### src/rtl/mem_dump_ctrl_pkg.sv
// ---------------------------------------------------------------------------
// mem_dump_ctrl_pkg
//   Shared definitions for the memory dump sequencer.
//   - Default memory geometry (16 words x 8 bits). The block-RAM instance and
//     the dump controller both take their widths from here so they agree.
//   - State type for the dump sequencer FSM.
// ---------------------------------------------------------------------------
package mem_dump_ctrl_pkg;

  // Default geometry of the block-RAM being dumped.
  localparam int unsigned MEM_ADDR_WIDTH = 4;
  localparam int unsigned MEM_DATA_WIDTH = 8;

  // Sequencer states:
  //   ST_IDLE  : waiting for a start pulse
  //   ST_READ  : read strobe is on the memory port for this one cycle
  //   ST_LATCH : memory data is valid, capture it into the output register
  //   ST_SEND  : byte offered downstream, waiting for acceptance
  //   ST_DONE  : one-cycle completion pulse, then back to idle
  typedef enum logic [2:0] {
    ST_IDLE  = 3'd0,
    ST_READ  = 3'd1,
    ST_LATCH = 3'd2,
    ST_SEND  = 3'd3,
    ST_DONE  = 3'd4
  } dump_state_e;

endpackage : mem_dump_ctrl_pkg

### src/rtl/mem_dump_ctrl.sv
// ---------------------------------------------------------------------------
// mem_dump_ctrl
//   Read-side sequencer for the block-RAM. A start pulse launches a sweep of
//   the read address from 0 to LAST_ADDR, one read strobe per word. Each word
//   returned by the memory (one cycle after the strobe) is captured and
//   offered downstream over a valid/ready handshake. The next word is only
//   read once the current byte has been accepted, so a stalled consumer
//   simply freezes the sweep.
//
// Parameters
//   ADDR_WIDTH  memory address width
//   DATA_WIDTH  memory word width
//   LAST_ADDR   final address read in a sweep (inclusive)
//
// Ports
//   clk_i       system clock, rising edge
//   rst_i       synchronous active-high reset
//   start_i     begin a sweep (only looked at while idle)
//   r_en_o      memory read enable (registered)
//   r_addr_o    memory read address (registered)
//   r_data_i    memory read data, valid one cycle after r_en_o
//   tx_data_o   byte offered downstream, stable while tx_valid_o is high
//   tx_valid_o  tx_data_o holds a byte awaiting acceptance
//   tx_ready_i  downstream accepts on tx_valid_o && tx_ready_i
//   busy_o      high from the cycle after start until the done cycle ends
//   done_o      one-cycle pulse after the last byte has been accepted
// ---------------------------------------------------------------------------
module mem_dump_ctrl
  import mem_dump_ctrl_pkg::*;
#(
  parameter int unsigned ADDR_WIDTH = MEM_ADDR_WIDTH,
  parameter int unsigned DATA_WIDTH = MEM_DATA_WIDTH,
  parameter int unsigned LAST_ADDR  = (2 ** ADDR_WIDTH) - 1
) (
  input  logic                  clk_i,
  input  logic                  rst_i,
  input  logic                  start_i,
  output logic                  r_en_o,
  output logic [ADDR_WIDTH-1:0] r_addr_o,
  input  logic [DATA_WIDTH-1:0] r_data_i,
  output logic [DATA_WIDTH-1:0] tx_data_o,
  output logic                  tx_valid_o,
  input  logic                  tx_ready_i,
  output logic                  busy_o,
  output logic                  done_o
);

  // Final address of the sweep, sized to the address bus.
  localparam logic [ADDR_WIDTH-1:0] LastAddrC = ADDR_WIDTH'(LAST_ADDR);

  dump_state_e           state_q,    state_d;
  logic                  r_en_q,     r_en_d;
  logic [ADDR_WIDTH-1:0] r_addr_q,   r_addr_d;
  logic [DATA_WIDTH-1:0] tx_data_q,  tx_data_d;
  logic                  tx_valid_q, tx_valid_d;
  logic                  busy_q,     busy_d;
  logic                  done_q,     done_d;

  logic                  at_last;
  logic                  accept;

  // The address is compared before it would be incremented, so a sweep that
  // ends at the top of the address space never wraps back to zero; the last
  // address is simply left on the bus until the next start.
  assign at_last = (r_addr_q == LastAddrC);

  // A byte leaves only when it is actually being offered; a ready seen while
  // nothing is valid has no effect.
  assign accept = tx_valid_q && tx_ready_i;

  // Next-state and next-output logic. Every output is a register, so this
  // block decides what each register holds after the coming edge. Anything
  // not mentioned in a state keeps its value, which is what keeps tx_data
  // frozen and the read strobe off while the consumer stalls.
  always_comb begin
    state_d    = state_q;
    r_en_d     = r_en_q;
    r_addr_d   = r_addr_q;
    tx_data_d  = tx_data_q;
    tx_valid_d = tx_valid_q;
    busy_d     = busy_q;
    done_d     = done_q;

    case (state_q)
      ST_IDLE: begin
        if (start_i) begin
          r_addr_d = '0;
          r_en_d   = 1'b1;
          busy_d   = 1'b1;
          state_d  = ST_READ;
        end
      end

      ST_READ: begin
        // The strobe is a single-cycle pulse; the memory answers next cycle.
        r_en_d  = 1'b0;
        state_d = ST_LATCH;
      end

      ST_LATCH: begin
        tx_data_d  = r_data_i;
        tx_valid_d = 1'b1;
        state_d    = ST_SEND;
      end

      ST_SEND: begin
        if (accept) begin
          tx_valid_d = 1'b0;
          if (at_last) begin
            done_d  = 1'b1;
            state_d = ST_DONE;
          end else begin
            r_addr_d = r_addr_q + ADDR_WIDTH'(1);
            r_en_d   = 1'b1;
            state_d  = ST_READ;
          end
        end
      end

      ST_DONE: begin
        done_d  = 1'b0;
        busy_d  = 1'b0;
        state_d = ST_IDLE;
      end

      default: begin
        r_en_d     = 1'b0;
        tx_valid_d = 1'b0;
        busy_d     = 1'b0;
        done_d     = 1'b0;
        state_d    = ST_IDLE;
      end
    endcase
  end

  // State and output registers. Reset abandons any sweep in progress and
  // drops a byte that was still waiting for acceptance.
  always_ff @(posedge clk_i) begin
    if (rst_i) begin
      state_q    <= ST_IDLE;
      r_en_q     <= 1'b0;
      r_addr_q   <= '0;
      tx_data_q  <= '0;
      tx_valid_q <= 1'b0;
      busy_q     <= 1'b0;
      done_q     <= 1'b0;
    end else begin
      state_q    <= state_d;
      r_en_q     <= r_en_d;
      r_addr_q   <= r_addr_d;
      tx_data_q  <= tx_data_d;
      tx_valid_q <= tx_valid_d;
      busy_q     <= busy_d;
      done_q     <= done_d;
    end
  end

  assign r_en_o     = r_en_q;
  assign r_addr_o   = r_addr_q;
  assign tx_data_o  = tx_data_q;
  assign tx_valid_o = tx_valid_q;
  assign busy_o     = busy_q;
  assign done_o     = done_q;

endmodule : mem_dump_ctrl

### config.mk
export PLATFORM = sky130hd
export DESIGN_NAME = mem_dump_ctrl
export DESIGN_NICKNAME = d
export VERILOG_FILES = /design/src/rtl/mem_dump_ctrl_pkg.sv /design/src/rtl/mem_dump_ctrl.sv
export SDC_FILE = /design/constraint.sdc
export NUM_CORES = 1
export LEC_CHECK = 0
export BUFFER_PORTS_ARGS = -buffer_cell sky130_fd_sc_hd__buf_4
export CAP_MARGIN = 20
export CORE_MARGIN = 1
export CORE_UTILIZATION = 40
export CTS_CLUSTER_SIZE = 24
export DETAILED_ROUTE_END_ITERATION = 8
export GPL_ROUTABILITY_DRIVEN = 0
export PLACE_DENSITY_LB_ADDON = 0.1
export SLEW_MARGIN = 20
export SYNTH_ARGS = -nofsm -noshare
export SYNTH_HDL_FRONTEND = slang
export SYNTH_SLANG_ARGS = --single-unit
export TNS_END_PERCENT = 5
### constraint.sdc
create_clock -name clk_i -period 2.53 [get_ports clk_i]
set_input_delay 0 -clock clk_i [delete_from_list [all_inputs] [get_ports clk_i]]
set_output_delay 0 -clock clk_i [all_outputs]
set_load 0.02 [all_outputs]
After elaboration in Yosys (flattened, before gate mapping)
Cells that the tools add are included.
{"block": "word_totals", "ff_bits": 19, "latch_bits": 0, "ram_bits": 0, "rom_bits": 0, "n_memories": 0}
{"block": "op_classes", "addsub": 1, "multipliers": 0, "div_mod_pow": 0, "order_cmp": 0, "n_eq_ne": 9, "shift": 0, "mux": 18, "bitwise": 4, "n_reduce_logical": 13}
{"cell": "$mux W4", "count": 3}
{"cell": "$pmux W3 S4", "count": 1}
{"cell": "$mux W3", "count": 3}
{"cell": "$reduce_or A3 Y1", "count": 3}
{"cell": "$ne A2 B2 Y1 const B", "count": 4}
{"cell": "$pmux W4 S2", "count": 1}
{"cell": "$reduce_and A4 Y1", "count": 2}
{"cell": "$eq A3 B2 Y1 const B", "count": 2}
{"cell": "$mux W1", "count": 6}
{"cell": "$pmux W1 S3", "count": 2}
{"cell": "$reduce_and A2 Y1", "count": 3}
{"cell": "$add A4 B1 Y4 const B", "count": 1}
{"cell": "$eq A4 B4 Y1 const B", "count": 1}
{"cell": "$not A1 Y1", "count": 4}
{"cell": "$pmux W1 S2", "count": 2}
{"cell": "$eq A3 B1 Y1 const B", "count": 1}
{"cell": "$eq A3 B3 Y1 const B", "count": 1}
{"cell": "$logic_not A3 Y1", "count": 1}
{"cell": "$reduce_and A3 Y1", "count": 1}
{"cell": "$reduce_bool A2 Y1", "count": 1}
{"cell": "$reduce_or A2 Y1", "count": 1}
{"cell": "$logic_and A1 B1 Y1", "count": 1}

Logic depth before layout (Yosys ltp)
{"block": "logic_depth", "depth_word": 4, "depth_mapped": 5, "ltp_nobuf": 5}

Worst setup path after synthesis
OpenSTA, ideal clock, no wires.
{"block": "synth_path", "path_type": "reg-to-reg", "start": "register r_addr_q[0] (netlist: r_addr_o[0])", "end": "register r_addr_q[1] (netlist: r_addr_o[1])", "setup_time_ns": 0.070, "arrival_ns": 1.516, "t_required_ns": 2.460, "slack_ns": 0.944, "path_stages_with_launch": 6, "n_path_buf": 0, "cell_sequence": "dfxtp_1 > ha_1 > nand3_1 > a21oi_2 > or4b_1 > a21oi_1"}
{"block": "synth_via", "elab_chain_cells": 4, "elab_cells_between_ends": 7, "cone_classes": "add/sub (1); eq/ne (2); mux (3); reduce/logical (1)"}
{"element": "start, declared", "line": "mem_dump_ctrl.sv:53", "source": "logic [ADDR_WIDTH-1:0] r_addr_q, r_addr_d;"}
{"element": "start signal, assigned", "line": "mem_dump_ctrl.sv:150", "source": "r_addr_q <= r_addr_d;"}
{"element": "$add A4 B1 Y4", "line": "mem_dump_ctrl.sv:113", "source": "r_addr_d = r_addr_q + ADDR_WIDTH'(1);"}
{"element": "$mux W4", "line": "mem_dump_ctrl.sv:109", "source": "if (at_last) begin"}
{"element": "$mux W4", "line": "mem_dump_ctrl.sv:107", "source": "if (accept) begin"}
{"element": "$pmux W4 S2", "line": "mem_dump_ctrl.sv:84", "source": "case (state_q)"}
Parallel ways exist; a longest one is shown, timed or not. The select of a mux whose other input is x is not followed.
A chain may end at the register's enable or synchronous reset.

Worst setup path in the final report
{"block": "layout_path", "start": "register state_q[1]", "end": "register tx_data_q[4] (netlist: tx_data_o[4])"}
{"block": "layout_via", "elab_chain_cells": 1}
{"element": "start, declared", "line": "mem_dump_ctrl.sv:51", "source": "dump_state_e state_q, state_d;"}
{"element": "start signal, assigned", "line": "mem_dump_ctrl.sv:148", "source": "state_q <= state_d;"}
{"element": "$eq A3 B2 Y1", "line": "mem_dump_ctrl.sv:84"}
{"element": "end signal, assigned", "line": "mem_dump_ctrl.sv:151", "source": "tx_data_q <= tx_data_d;"}
{"element": "end, declared", "line": "mem_dump_ctrl.sv:54", "source": "logic [DATA_WIDTH-1:0] tx_data_q, tx_data_d;"}
Every way passes these cells.

==> reports/results.ini <==
[outcome]
status=complete, no violations

[synth]
synth_top_cells_by_area=sky130_fd_sc_hd__dfxtp_1 (48%), sky130_fd_sc_hd__mux2i_1 (10%), sky130_fd_sc_hd__nor2_1 (5.6%), sky130_fd_sc_hd__a21oi_1 (2.5%), sky130_fd_sc_hd__o21ai_0 (2.5%)
synth_edf_count=0
post-synth-top-area-fraction_pct=47.65
synth_seq_area_share_pct=47.65
leading_register_cell_type_out_of_synthesis=sky130_fd_sc_hd__dfxtp_1
netlist_area_um2=798.3
ys_async_sr_fraction_pct=0
synth_largest_area_cell=sky130_fd_sc_hd__dfxtp_1
synthTopCellsByCount=sky130_fd_sc_hd__dfxtp_1 (19), sky130_fd_sc_hd__nor2_1 (12), sky130_fd_sc_hd__mux2i_1 (8)
number_of_nets_produced_by_synthesis=97
synth.ff_latch_count=19
post_synth_inst_count=84
synth.yosys.warnings=0
synth.avg_cell_area_um2=9.503
synth.lib_cells_used.distinct=33
synth.most_common_cell=sky130_fd_sc_hd__dfxtp_1

[timing]
fmaxAchievable_ghz=0.5216
max_slew.worst_pin.slew_ns=0.3667
hold_viol_final=0
worst_slack_ns=0.6129
final.period_utilization_pct=75.77
setup_total_negative_slack_ns=0
finalClockSkew_ns=0.005886
finalSetupViolCount=0
final_max_slew_viol_count=0
slew-limit-headroom_pct=75.52
post-route-min-period_ns=1.917
unrepaired_setup_endpoints_after_global_routing=no

[floorplan]
floorplan.initialDensity_pct=44.31
row_count=15
chip_width_um=46.67
die_area_um2=2178
floorplan.core_area_um2=1802
io-pin-count=28
die_height_um=46.67

[critical_path]
cpMaxStageDelayCell=sky130_fd_sc_hd__dlygate4sd3_1
worst_ep_required_time_ns=2.73
timing.critical_path.to_type=flip-flop
cp_num_cells=5
timing.critical_path.cells=nor3b_1, buf_4, mux2i_1, nor2_1, dlygate4sd3_1
worst-r2r-cell-count=5
path_buf_inv=2
crit_fanout=9
critical_path_class=reg2reg
worstSetupStartpointType=flip-flop
critPathTopFamily=buffers and inverters
worst_path_largest_cell_delay_ns=0.56
worstPathArrival_ns=2.11

[global_routing]
global_route.overflow_total=0
grt_util_all_layers_pct=20.85
grt_first_pass_wirelength_um=3118
grt_max_degree=15
grt_pass1_vias=703
antenna_violations_before_repair=0

[final_layout]
num_antenna_cells=0
final-instance-count-excl-fill=154
layout-area-overhead-vs-synth_pct=52.82
final.fill_count=158
post_route_cells_drive_above_1_share_pct=27.13
nNetsFinal=143

[clock_tree]
clock_insertion_delay_worst_skew_ns=0.30
clock_tree.buffer_depth=2
clk_transition_reported_paths_ns=0.12
post_cts.resized_instances=0
ctsHtreeMaxLevel=1
cts_made_buffers=3
cts.root.buffer_cell=sky130_fd_sc_hd__clkbuf_4
cts_setup_buffers=0
clkSinkCount=19
tritoncts=done
postCtsHoldBufs=18

[drt]
detail-route-antenna-nets=0
drt-initial-drc-count=9
route.vias.total=760
drt-pass1-iter-count=4
drt-vias-per-instance=4.935
remaining_drc_errors=0
detail_route.wirelength_um=1957
wl_per_cell_um=12.71

[placement]
dp_hpwl_um=1181
dp_cells=132
port_buffers=27
pre_cts_ws_ns=0.9199

[run]
max_cap_viol_count=0

[min_path]
hold_depth=4
hp-class=in2reg

[power_and_ir_drop]
vdd_ir_drop_max_uv=399.0
power.static_leakage_nw=0.5439
power-per-cell-area_nw_per_um2=490.3

report_power, final:
part | leakage, nW | switching, W | total, W | internal [W]
Combinational | 0.371 | 0.0000509 | 0.000114 | 0.0000635
Sequential | 0.155 | 0.0000137 | 0.000327 | 0.000313
Clock | 0.0177 | 0.0000976 | 0.000156 | 0.0000588
worst paths after layout:
kind | slack, ns | to | start
min | 0.07 | tx_valid_o | tx_ready_i
min reg2reg | 0.48 | busy_o | busy_o
max | 0.61 | tx_data_o[4] | state_q[1]
max reg2reg | 0.61 | tx_data_o[4] | state_q[1]
routing by layer:
layer | track usage (%) | vias to the layer above | wire length, um
met5 | 0 | - | 0
met2 | 36.67 | 27 | 993
met1 | 24.17 | 344 | 852
met3 | 6.667 | 0 | 111
li1 | - | 389 | -
met4 | 5.143 | 0 | 0
cells in the final DEF (no fill, tap or decap), types with 2 or more instances in the layout:
cell                            instances
sky130_fd_sc_hd__dlygate4sd3_1         18
sky130_fd_sc_hd__inv_1                  2
sky130_fd_sc_hd__o311ai_1               2
sky130_fd_sc_hd__o21ai_1                2
sky130_fd_sc_hd__nand2b_1               2
sky130_fd_sc_hd__a21oi_1                4
sky130_fd_sc_hd__clkbuf_4               3
sky130_fd_sc_hd__nand2_1                3
sky130_fd_sc_hd__buf_4                 28
sky130_fd_sc_hd__nor2_1                12
sky130_fd_sc_hd__nand3_1                2
sky130_fd_sc_hd__dfxtp_1               19
sky130_fd_sc_hd__o21ai_0                4
sky130_fd_sc_hd__mux2i_1                8
layout make-up:
class,instances,area (um2),share of cell area (%)
Clock buffer,3,22.52,1.846
Clock inverter,1,5.005,0.4103
Inverter,2,7.507,0.6154
Multi-Input combinational cell,58,382.9,31.38
Sequential cell,19,380.4,31.18
Tap cell,25,31.28,2.564
Timing Repair Buffer,46,390.4,32.00
metrics by stage:
step                instance area [um2]  hold WS, ns  total power, W  util [%]
floorplan                         798.3      0.06907       0.0003859         -
global placement                   1012       0.2332       0.0004225     56.18
detailed placement                 1012       0.2451       0.0004235     56.18
CTS                                1220      0.07084       0.0005972     67.71
global route                       1220       0.1193       0.0006275     67.71
finish                             1220      0.07425       0.0005981     67.71
registers in the layout, summed over array words and instances (netlist names):
register	cells
tx_data_o	8
r_addr_o	4
state_q	3
busy_o	1
done_o	1
r_en_o	1
tx_valid_o	1
tightest hold or removal path: stages:
cell and delay [ns]:
sky130_fd_sc_hd__buf_4 0.09, sky130_fd_sc_hd__o21ai_0 0.07, sky130_fd_sc_hd__a21oi_1 0.14, sky130_fd_sc_hd__nor2_1 0.04
kinds of logic (layout without fill, tap and decap cells):
kind of cell / count (synthesis) / count (layout) / synth area share (%)
mux: 8 / 8 / 10.03
compound gates: 20 / 20 / 16.46
fa+ha+maj: 1 / 1 / 1.567
buf+inv: 7 / 52 / 4.388
flops: 19 / 19 / 47.65
simple gates: 29 / 29 / 19.91
No activity file was read; power rests on OpenSTA's default activity.
